===== config.mk =====
export PLATFORM = sky130hd
export DESIGN_NAME = kpd_apb_sequencer
export DESIGN_NICKNAME = d
export VERILOG_FILES = /design/src/rtl/kpd_seq_pkg.sv /design/src/rtl/kpd_apb_xfer.sv /design/src/rtl/kpd_apb_sequencer.sv
export SDC_FILE = /design/constraint.sdc
export NUM_CORES = 1
export LEC_CHECK = 0
export ABC_CLOCK_PERIOD_IN_PS = 2000
export CELL_PAD_IN_SITES_DETAIL_PLACEMENT = 1
export CELL_PAD_IN_SITES_GLOBAL_PLACEMENT = 1
export CORE_MARGIN = 3
export CORE_UTILIZATION = 32
export DETAILED_ROUTE_END_ITERATION = 16
export PLACE_DENSITY = 0.82
export SYNTH_ARGS = -nofsm -noshare
export SYNTH_HDL_FRONTEND = slang
export SYNTH_SLANG_ARGS = --single-unit

===== constraint.sdc =====
create_clock -name pclk -period 2 [get_ports pclk]
set_input_delay 0.5 -clock pclk [delete_from_list [all_inputs] [get_ports pclk]]
set_output_delay 0.5 -clock pclk [all_outputs]
set_load 0.05 [all_outputs]

===== src/rtl/kpd_seq_pkg.sv =====
// Shared definitions for the keypad APB sequencer: register map, bit positions, state encodings.
package kpd_seq_pkg;

  localparam logic [7:0] ADDR_CLK_DIV  = 8'h00;
  localparam logic [7:0] ADDR_DEBOUNCE = 8'h04;
  localparam logic [7:0] ADDR_TIMEOUT  = 8'h08;
  localparam logic [7:0] ADDR_STATUS   = 8'h0C;
  localparam logic [7:0] ADDR_RESERVED = 8'h10;
  localparam logic [7:0] ADDR_KEY_POS  = 8'h14;
  localparam logic [7:0] ADDR_KEY_ASC  = 8'h18;
  localparam logic [7:0] ADDR_CONTROL  = 8'h1C;

  localparam int CTRL_IRQ_CLR_BIT   = 0;
  localparam int CTRL_POP_BIT       = 1;
  localparam int STAT_POS_EMPTY_BIT = 0;

  typedef enum logic [3:0] {
    CFG_DIV, CFG_DEB, CFG_TMO, WAIT_IRQ, RD_STAT, RD_POS,
    RD_ASC, PUSH, POP, SETTLE, CLR_IRQ
  } seq_state_t;

  typedef enum logic [1:0] {XF_IDLE, XF_SETUP, XF_ACCESS, XF_RDCAP} xfer_state_t;

  function automatic logic [31:0] ctrl_word(input int bitpos);
    return 32'h1 << bitpos;
  endfunction

endpackage


===== src/rtl/kpd_apb_xfer.sv =====
// Single-transfer APB master: one request becomes SETUP + ACCESS (+ read capture), then a done pulse.
module kpd_apb_xfer
  import kpd_seq_pkg::*;
(
  input  logic        pclk,
  input  logic        presetn,
  input  logic        i_req,
  input  logic [7:0]  i_addr,
  input  logic        i_write,
  input  logic [31:0] i_wdata,
  output logic        o_done,
  output logic [31:0] o_rdata,
  output logic        o_psel,
  output logic        o_penable,
  output logic [7:0]  o_paddr,
  output logic        o_pwrite,
  output logic [31:0] o_pwdata,
  input  logic [31:0] i_prdata,
  input  logic        i_pready
);

  xfer_state_t r_state, w_nxt;
  logic        r_done, r_write;
  logic [7:0]  r_addr;
  logic [31:0] r_wdata, r_rdata;
  logic        w_start;

  // A request held over its own done cycle must not launch a second transfer.
  assign w_start = (r_state == XF_IDLE) && i_req && !r_done;

  always_comb begin
    w_nxt = r_state;
    case (r_state)
      XF_IDLE:   if (w_start) w_nxt = XF_SETUP;
      XF_SETUP:  w_nxt = XF_ACCESS;
      XF_ACCESS: if (i_pready) w_nxt = r_write ? XF_IDLE : XF_RDCAP;
      XF_RDCAP:  w_nxt = XF_IDLE;
      default:   w_nxt = XF_IDLE;
    endcase
  end

  always_ff @(posedge pclk or negedge presetn) begin
    if (!presetn) begin
      r_state <= XF_IDLE;
      r_done  <= 1'b0;
      r_rdata <= '0;
      r_addr  <= '0;
      r_write <= 1'b0;
      r_wdata <= '0;
    end else begin
      r_state <= w_nxt;
      r_done  <= ((r_state == XF_ACCESS) && i_pready && r_write) || (r_state == XF_RDCAP);
      // Slave presents read data one cycle after the completing ACCESS cycle.
      if (r_state == XF_RDCAP) r_rdata <= i_prdata;
      if (w_start) begin
        r_addr  <= i_addr;
        r_write <= i_write;
        r_wdata <= i_write ? i_wdata : '0;
      end
    end
  end

  assign o_psel    = (r_state == XF_SETUP) || (r_state == XF_ACCESS);
  assign o_penable = (r_state == XF_ACCESS);
  assign o_paddr   = r_addr;
  assign o_pwrite  = r_write;
  assign o_pwdata  = r_wdata;
  assign o_done    = r_done;
  assign o_rdata   = r_rdata;

endmodule


===== src/rtl/kpd_apb_sequencer.sv =====
// Keypad controller sequencer: configures the keypad over APB, then drains its FIFO on each interrupt.
// Optional KPD_SEQ_KEYCOUNT_EN adds a 16-bit wrapping count of delivered key records.
module kpd_apb_sequencer
  import kpd_seq_pkg::*;
#(
  parameter logic [19:0] CLK_DIV_INIT  = 20'd50000,
  parameter logic [7:0]  DEBOUNCE_INIT = 8'd20,
  parameter logic [3:0]  TIMEOUT_INIT  = 4'd8,
  parameter int          SETTLE_CYCLES = 8
)(
  input  logic        pclk,
  input  logic        presetn,
  output logic        psel,
  output logic        penable,
  output logic [7:0]  paddr,
  output logic        pwrite,
  output logic [31:0] pwdata,
  input  logic [31:0] prdata,
  input  logic        pready,
  input  logic        irq_i,
  output logic        cfg_done_o,
  output logic        key_valid_o,
  input  logic        key_ready_i,
  output logic [5:0]  key_pos_o,
  output logic [7:0]  key_ascii_o
`ifdef KPD_SEQ_KEYCOUNT_EN
  ,
  output logic [15:0] key_count_o
`endif
);

  localparam int SW = $clog2(SETTLE_CYCLES + 1);

  seq_state_t  r_state, w_nxt;
  logic        w_req, w_write, w_done;
  logic [7:0]  w_addr;
  logic [31:0] w_wdata, w_rdata;
  logic        r_cfg_done;
  logic [5:0]  r_key_pos;
  logic [7:0]  r_key_ascii;
  logic [SW-1:0] r_settle;
  logic        w_unused_rdata;

  assign w_unused_rdata = |w_rdata[31:8];

  kpd_apb_xfer u_xfer (
    .pclk      (pclk),
    .presetn   (presetn),
    .i_req     (w_req),
    .i_addr    (w_addr),
    .i_write   (w_write),
    .i_wdata   (w_wdata),
    .o_done    (w_done),
    .o_rdata   (w_rdata),
    .o_psel    (psel),
    .o_penable (penable),
    .o_paddr   (paddr),
    .o_pwrite  (pwrite),
    .o_pwdata  (pwdata),
    .i_prdata  (prdata),
    .i_pready  (pready)
  );

  always_comb begin
    w_nxt   = r_state;
    w_req   = 1'b0;
    w_addr  = '0;
    w_write = 1'b0;
    w_wdata = '0;
    case (r_state)
      CFG_DIV: begin
        w_req = 1'b1; w_addr = ADDR_CLK_DIV; w_write = 1'b1; w_wdata = 32'(CLK_DIV_INIT);
        if (w_done) w_nxt = CFG_DEB;
      end
      CFG_DEB: begin
        w_req = 1'b1; w_addr = ADDR_DEBOUNCE; w_write = 1'b1; w_wdata = 32'(DEBOUNCE_INIT);
        if (w_done) w_nxt = CFG_TMO;
      end
      CFG_TMO: begin
        w_req = 1'b1; w_addr = ADDR_TIMEOUT; w_write = 1'b1; w_wdata = 32'(TIMEOUT_INIT);
        if (w_done) w_nxt = WAIT_IRQ;
      end
      WAIT_IRQ: if (irq_i) w_nxt = RD_STAT;
      RD_STAT: begin
        w_req = 1'b1; w_addr = ADDR_STATUS;
        if (w_done) w_nxt = w_rdata[STAT_POS_EMPTY_BIT] ? CLR_IRQ : RD_POS;
      end
      RD_POS: begin
        w_req = 1'b1; w_addr = ADDR_KEY_POS;
        if (w_done) w_nxt = RD_ASC;
      end
      RD_ASC: begin
        w_req = 1'b1; w_addr = ADDR_KEY_ASC;
        if (w_done) w_nxt = PUSH;
      end
      PUSH: if (key_ready_i) w_nxt = POP;
      POP: begin
        w_req = 1'b1; w_addr = ADDR_CONTROL; w_write = 1'b1; w_wdata = ctrl_word(CTRL_POP_BIT);
        if (w_done) w_nxt = SETTLE;
      end
      // Give the keypad time to update its FIFO status after a pop.
      SETTLE: if (r_settle == SW'(SETTLE_CYCLES - 1)) w_nxt = RD_STAT;
      CLR_IRQ: begin
        w_req = 1'b1; w_addr = ADDR_CONTROL; w_write = 1'b1; w_wdata = ctrl_word(CTRL_IRQ_CLR_BIT);
        if (w_done) w_nxt = WAIT_IRQ;
      end
      default: w_nxt = CFG_DIV;
    endcase
  end

  always_ff @(posedge pclk or negedge presetn) begin
    if (!presetn) begin
      r_state     <= CFG_DIV;
      r_cfg_done  <= 1'b0;
      r_key_pos   <= '0;
      r_key_ascii <= '0;
      r_settle    <= '0;
    end else begin
      r_state <= w_nxt;
      if (r_state == CFG_TMO && w_done) r_cfg_done <= 1'b1;
      if (r_state == RD_POS && w_done) r_key_pos <= w_rdata[5:0];
      if (r_state == RD_ASC && w_done) r_key_ascii <= w_rdata[7:0];
      r_settle <= (r_state == SETTLE) ? r_settle + SW'(1) : '0;
    end
  end

  assign cfg_done_o  = r_cfg_done;
  assign key_valid_o = (r_state == PUSH);
  assign key_pos_o   = r_key_pos;
  assign key_ascii_o = r_key_ascii;

`ifdef KPD_SEQ_KEYCOUNT_EN
  logic [15:0] r_key_count;

  always_ff @(posedge pclk or negedge presetn) begin
    if (!presetn) r_key_count <= '0;
    else if (r_state == PUSH && key_ready_i) r_key_count <= r_key_count + 16'd1;
  end

  assign key_count_o = r_key_count;
`endif

endmodule


## After elaboration in Yosys (flattened, before gate mapping)

Cells that the tools add are included.

| word-level totals | value |
|---|---|
| flip-flop bits (word level) | 75 |
| bits in latches | 0 |
| memory bits (writable) | 0 |
| ROM bits | 0 |
| input bits | 37 |
| output and inout bits | 59 |
| logic and storage cells | 78 |
| memories | 0 |

| cells by class | value |
|---|---|
| add/sub/neg operators | 1 |
| multiply operators | 0 |
| divide/modulo/power cells | 0 |
| $lt $le $gt $ge | 0 |
| equal/unequal tests | 26 |
| shift operators | 0 |
| muxes and demuxes | 22 |
| bitwise logic cells | 0 |
| reductions and logical operators | 18 |

Operators by type and width:

| kind | count |
|---|---|
| 16-bit case mux with 5 select lines | 1 |
| 4-bit 2-to-1 mux | 12 |
| 4-bit case mux with 10 select lines | 1 |
| 5-bit case mux with 6 select lines | 1 |
| 4-bit by 3-bit == test with 1-bit output (second input constant) | 5 |
| 2-bit by 1-bit != test with 1-bit output (second input constant) | 10 |
| 16-bit 2-to-1 mux | 1 |
| 4-bit == test (second input constant) | 3 |
| 10-bit AND reduction | 1 |
| 4-bit by 2-bit == test with 1-bit output (second input constant) | 2 |
| 2-bit case mux with 4 select lines | 1 |
| 8-bit OR reduction | 1 |
| 1-bit logical AND | 7 |
| 2-bit 2-to-1 mux | 3 |
| 5-bit OR reduction | 1 |
| 4-bit by 1-bit adder with 4-bit output (second input constant) | 1 |
| 2-bit == test (second input constant) | 2 |
| 4-bit by 1-bit == test with 1-bit output (second input constant) | 1 |
| 4-bit logical NOT | 1 |
| 2-bit != test (second input constant) | 2 |
| 2-bit OR reduction | 2 |
| 2-bit by 1-bit == test with 1-bit output (second input constant) | 1 |
| 2-bit logical NOT | 1 |
| 1-bit logical OR | 2 |
| other kinds (3) | 4 |

## Depth between registers and ports, before layout

| depth | value |
|---|---|
| depth after elaboration | 7 |
| gate-level depth with buffers | 6 |
| mapped depth without buffers | 5 |

## By module

Synthesis repeated with hierarchy kept, for this count alone.

| unflattened totals | value |
|---|---|
| cell total of the unflattened synthesis | 360 |
| area total of the unflattened synthesis | 4191.5 um^2 |

By module, submodules not included:

| module | times used | cells each | area an instance (um^2) | seq. area each (um^2) |
|---|---|---|---|---|
| kpd_apb_xfer | 1 | 246 | 3000.4 | 1901.8 |
| kpd_apb_sequencer | 1 | 114 | 1191.1 | 575.6 |

## Least setup slack after synthesis

Ideal clock, no wire load.

| timing | value |
|---|---|
| path type | register to output |
| from | register r_state[3] |
| to | output key_valid_o |
| arrival | 1363 ps |
| data required time | 1500 ps |
| setup slack | 137 ps |
| stages on the path, launching flop included | 4 |
| path buffers | 1 |
| cell sequence | dfrtp_1 > buf_2 > nand2b_1 > nor2_1 |

| between the ends | value |
|---|---|
| longest elaborated chain between the ends | 1 |

RTL lines:

| what | RTL line | source |
|---|---|---|
| start: declaration | kpd_apb_sequencer.sv:34 | `seq_state_t r_state, w_nxt;` |
| start signal: assignment | kpd_apb_sequencer.sv:119 | `r_state <= w_nxt;` |
| 4-bit by 3-bit == test with 1-bit output | kpd_apb_sequencer.sv:128 | `assign key_valid_o = (r_state == PUSH);` |
| end: declaration | kpd_apb_sequencer.sv:22 | `output logic key_valid_o,` |

Every way passes these cells.

## Worst setup path after layout

| timing | value |
|---|---|
| from | register r_key_pos[4], in the netlist key_pos_o[4] |
| to | output key_pos_o[4] |

RTL lines:

| what | RTL line | source |
|---|---|---|
| start: declaration | kpd_apb_sequencer.sv:39 | `logic [5:0] r_key_pos;` |
| start signal: assignment | kpd_apb_sequencer.sv:121 | `if (r_state == RD_POS && w_done) r_key_pos <= w_rdata[5:0];` |
| end: declaration | kpd_apb_sequencer.sv:24 | `output logic [5:0] key_pos_o,` |

No word-level cell between the ends.

==> flow_metrics.tcl <==
set metrics [dict create \
    run_status "complete, no violations" \
    root_buffer "clkbuf_8" \
    finalHoldViolCount 0 \
    area_delta_synth_final_pct 26.2 \
    die_w_um 89.7 \
    vias_per_cell 4.50 \
    slew_violations 0 \
    cellPowerDensity_nw_per_um2 1870 \
    cts_setup_buffers 0 \
    wire_per_inst_um 14.0 \
    worstPathArrival_ps 1460 \
    avgSynthCellArea_um2 11.2 \
    ir_drop_mv 1.07 \
    crit_slowest_cell "clkdlybuf4s50_1" \
    vias 1554 \
    syn_area_um2 2240 \
    postSynth.asyncResetShare_pct 100 \
    tightest_slew_ps 512 \
    relSlewSlack_pct 65.8 \
    cts_sinks 44 \
    cp.depth 1 \
    rsz0062_at_grt "no" \
    cts_tree "built" \
    holdCritPathClass "primary input to async pin" \
    required_ps 1500 \
    grt_pass1_vias 1642 \
    final_cell_mix "dfrtp_1 (41), buf_4 (35), conb_1 (27), mux2_2 (23), clkdlybuf4s50_1 (13)" \
    ys_warn_count 0 \
    pre_cts_slack_ps -74.6 \
    setup_viol 0 \
    ys_ff_latch 44 \
    grt_pass1_wl_mm 8.14 \
    overflow 0 \
    core_area_um2 6570 \
    crit_chain "clkdlybuf4s50_1" \
    seq_area_frac_synth_pct 49.1 \
    ctsHtreeMaxLevel 2 \
    dp_hpwl_mm 3.73 \
    drive_above_1_share_pct 32.1 \
    drc_errors 0 \
    fin_setup_tns_ps 0 \
    rows 29 \
    path_max_fanout 2 \
    numCtsBuffers 5 \
    finalCritPeriodShare_pct 97.9 \
    antenna_cells 0 \
    clk_pin_slew_ps 80 \
    track_usage_pct 12.3 \
    final_nets 293 \
    dr.pass1.iters 4 \
    synthFlopType "dfrtp_1" \
    leakagePower_nw 1.38 \
    place_congestion 0.825 \
    io_buffers 44 \
    antenna_left 0 \
    ys_types 39 \
    critPathKind "flip-flop to primary output" \
    min_period_ps 1960 \
    setup_ws_ps 41.5 \
    drt-initial-drc-count 33 \
    end_kind "primary output" \
    ioPinCount 96 \
    synth-edff-count 0 \
    start_util_pct 34.2 \
    finClkSkew_ps 12.6 \
    crit_family "buffers and inverters" \
    grt_start_max_net_pins 26 \
    finalPower_w 0.00530 \
    cts_hold_buf 0 \
    clk_latency_ps 310 \
    synthCells 200 \
    die_y_um 89.7 \
    fp.dieArea_um2 8050 \
    clock_path_buffers 2 \
    max_stage_delay_ps 800 \
    final_common_cell "dfrtp_1" \
    worst-path-buf-inv 1 \
    r2r_cells 5 \
    critPathLaunchType "flip-flop" \
    max_clock_freq_mhz 511 \
    drt-total-wl_mm 4.84 \
    antenna_found_initial 0 \
    cap_violations 0 \
]
[flip-flops by register name (all words and copies together), names as in the netlist, 2 cells and up]
name / flops
key_ascii_o: 8
u_xfer.o_rdata: 8
key_pos_o: 6
u_xfer.o_pwdata: 6
r_settle: 4
r_state: 4
u_xfer.o_paddr: 3
u_xfer.r_state: 2
[layer usage]
layer  share of wire [%]  vias up  global-route usage (%)
met5                   0        -                       0
met3                 5.3        8                    3.84
li1                    -      742                       -
met2                  50       44                    20.6
met1                  43      760                    14.8
met4                 1.5        0                    4.34
[metrics by stage]
stage	area, µm²	instances	hold slack, ps	util (%)
final	2830	345	145	43.1
after global routing	2830	345	171	43.1
after CTS	2820	345	157	42.9
after detailed placement	2730	337	449	41.5
after global placement	2730	337	441	41.5
after floorplan	2340	226	204	-
[cell type report]
cell class	instances	area, µm²
timing repair buffer	59	561
clock inverter	3	18.8
clock buffer	5	68.8
tap	93	116
multi-input combinational	134	936
sequential	44	1100
inverter	7	26.3
fill	747	3740
[power by group]
part           switching [W]  internal [W]  total [W]
sequential          0.000321       0.00125    0.00157
combinational        0.00194       0.00124    0.00318
clock               0.000312      0.000244   0.000556
[what timing repair did]
item                       CTS  global route
resized for setup            2             7
setup endpoints to repair    1             6
gates cloned                 0             0
[synthesized netlist by cell type (all sizes together) (2+ instances only)]
cell	n	area [µm²]
nand2b	5	31.3
o31ai	3	22.5
nor2	10	40.0
inv	7	26.3
buf	34	254
o21ai	5	25.0
o21a	3	22.5
clkbuf	7	26.3
dfrtp	44	1100
nand2	12	45.0
ha	5	62.6
mux2	24	274
nand3	2	10.0
o41ai	6	52.6
a21oi	10	50.1
o32ai	2	36.3
a22o	2	17.5
nor3	4	20.0
[path summary, 6_finish.rpt]
| kind | slack [ps] | start | to |
|---|---|---|---|
| min in group pclk | 460 | r_settle[0] | r_settle[0] |
| worst min-delay path | 150 | presetn | u_xfer.r_state[1] |
| worst min register to register | 460 | r_settle[0] | r_settle[0] |
| worst max register to register | 260 | r_state[0] | key_ascii_o[5] |
| max in group asynchronous | 1360 | presetn | r_state[0] |
| worst max-delay path | 40 | key_pos_o[4] | key_pos_o[4] |
[cells by family (layout without fill, tap and decap cells)]
logic type,count (synthesis),after routing,synth area share (%)
xor gates and xnor gates,2,2,0.781
DFF,44,44,49.1
and+or+nand+nor,39,39,8.87
AOI/OAI and AO/OA,37,37,12.4
adders and majority gates,5,5,2.79
muxes,24,24,12.2
other,1,27,0.167
buffers and inverters,48,74,13.7
No activity file was read; power rests on OpenSTA's default activity.
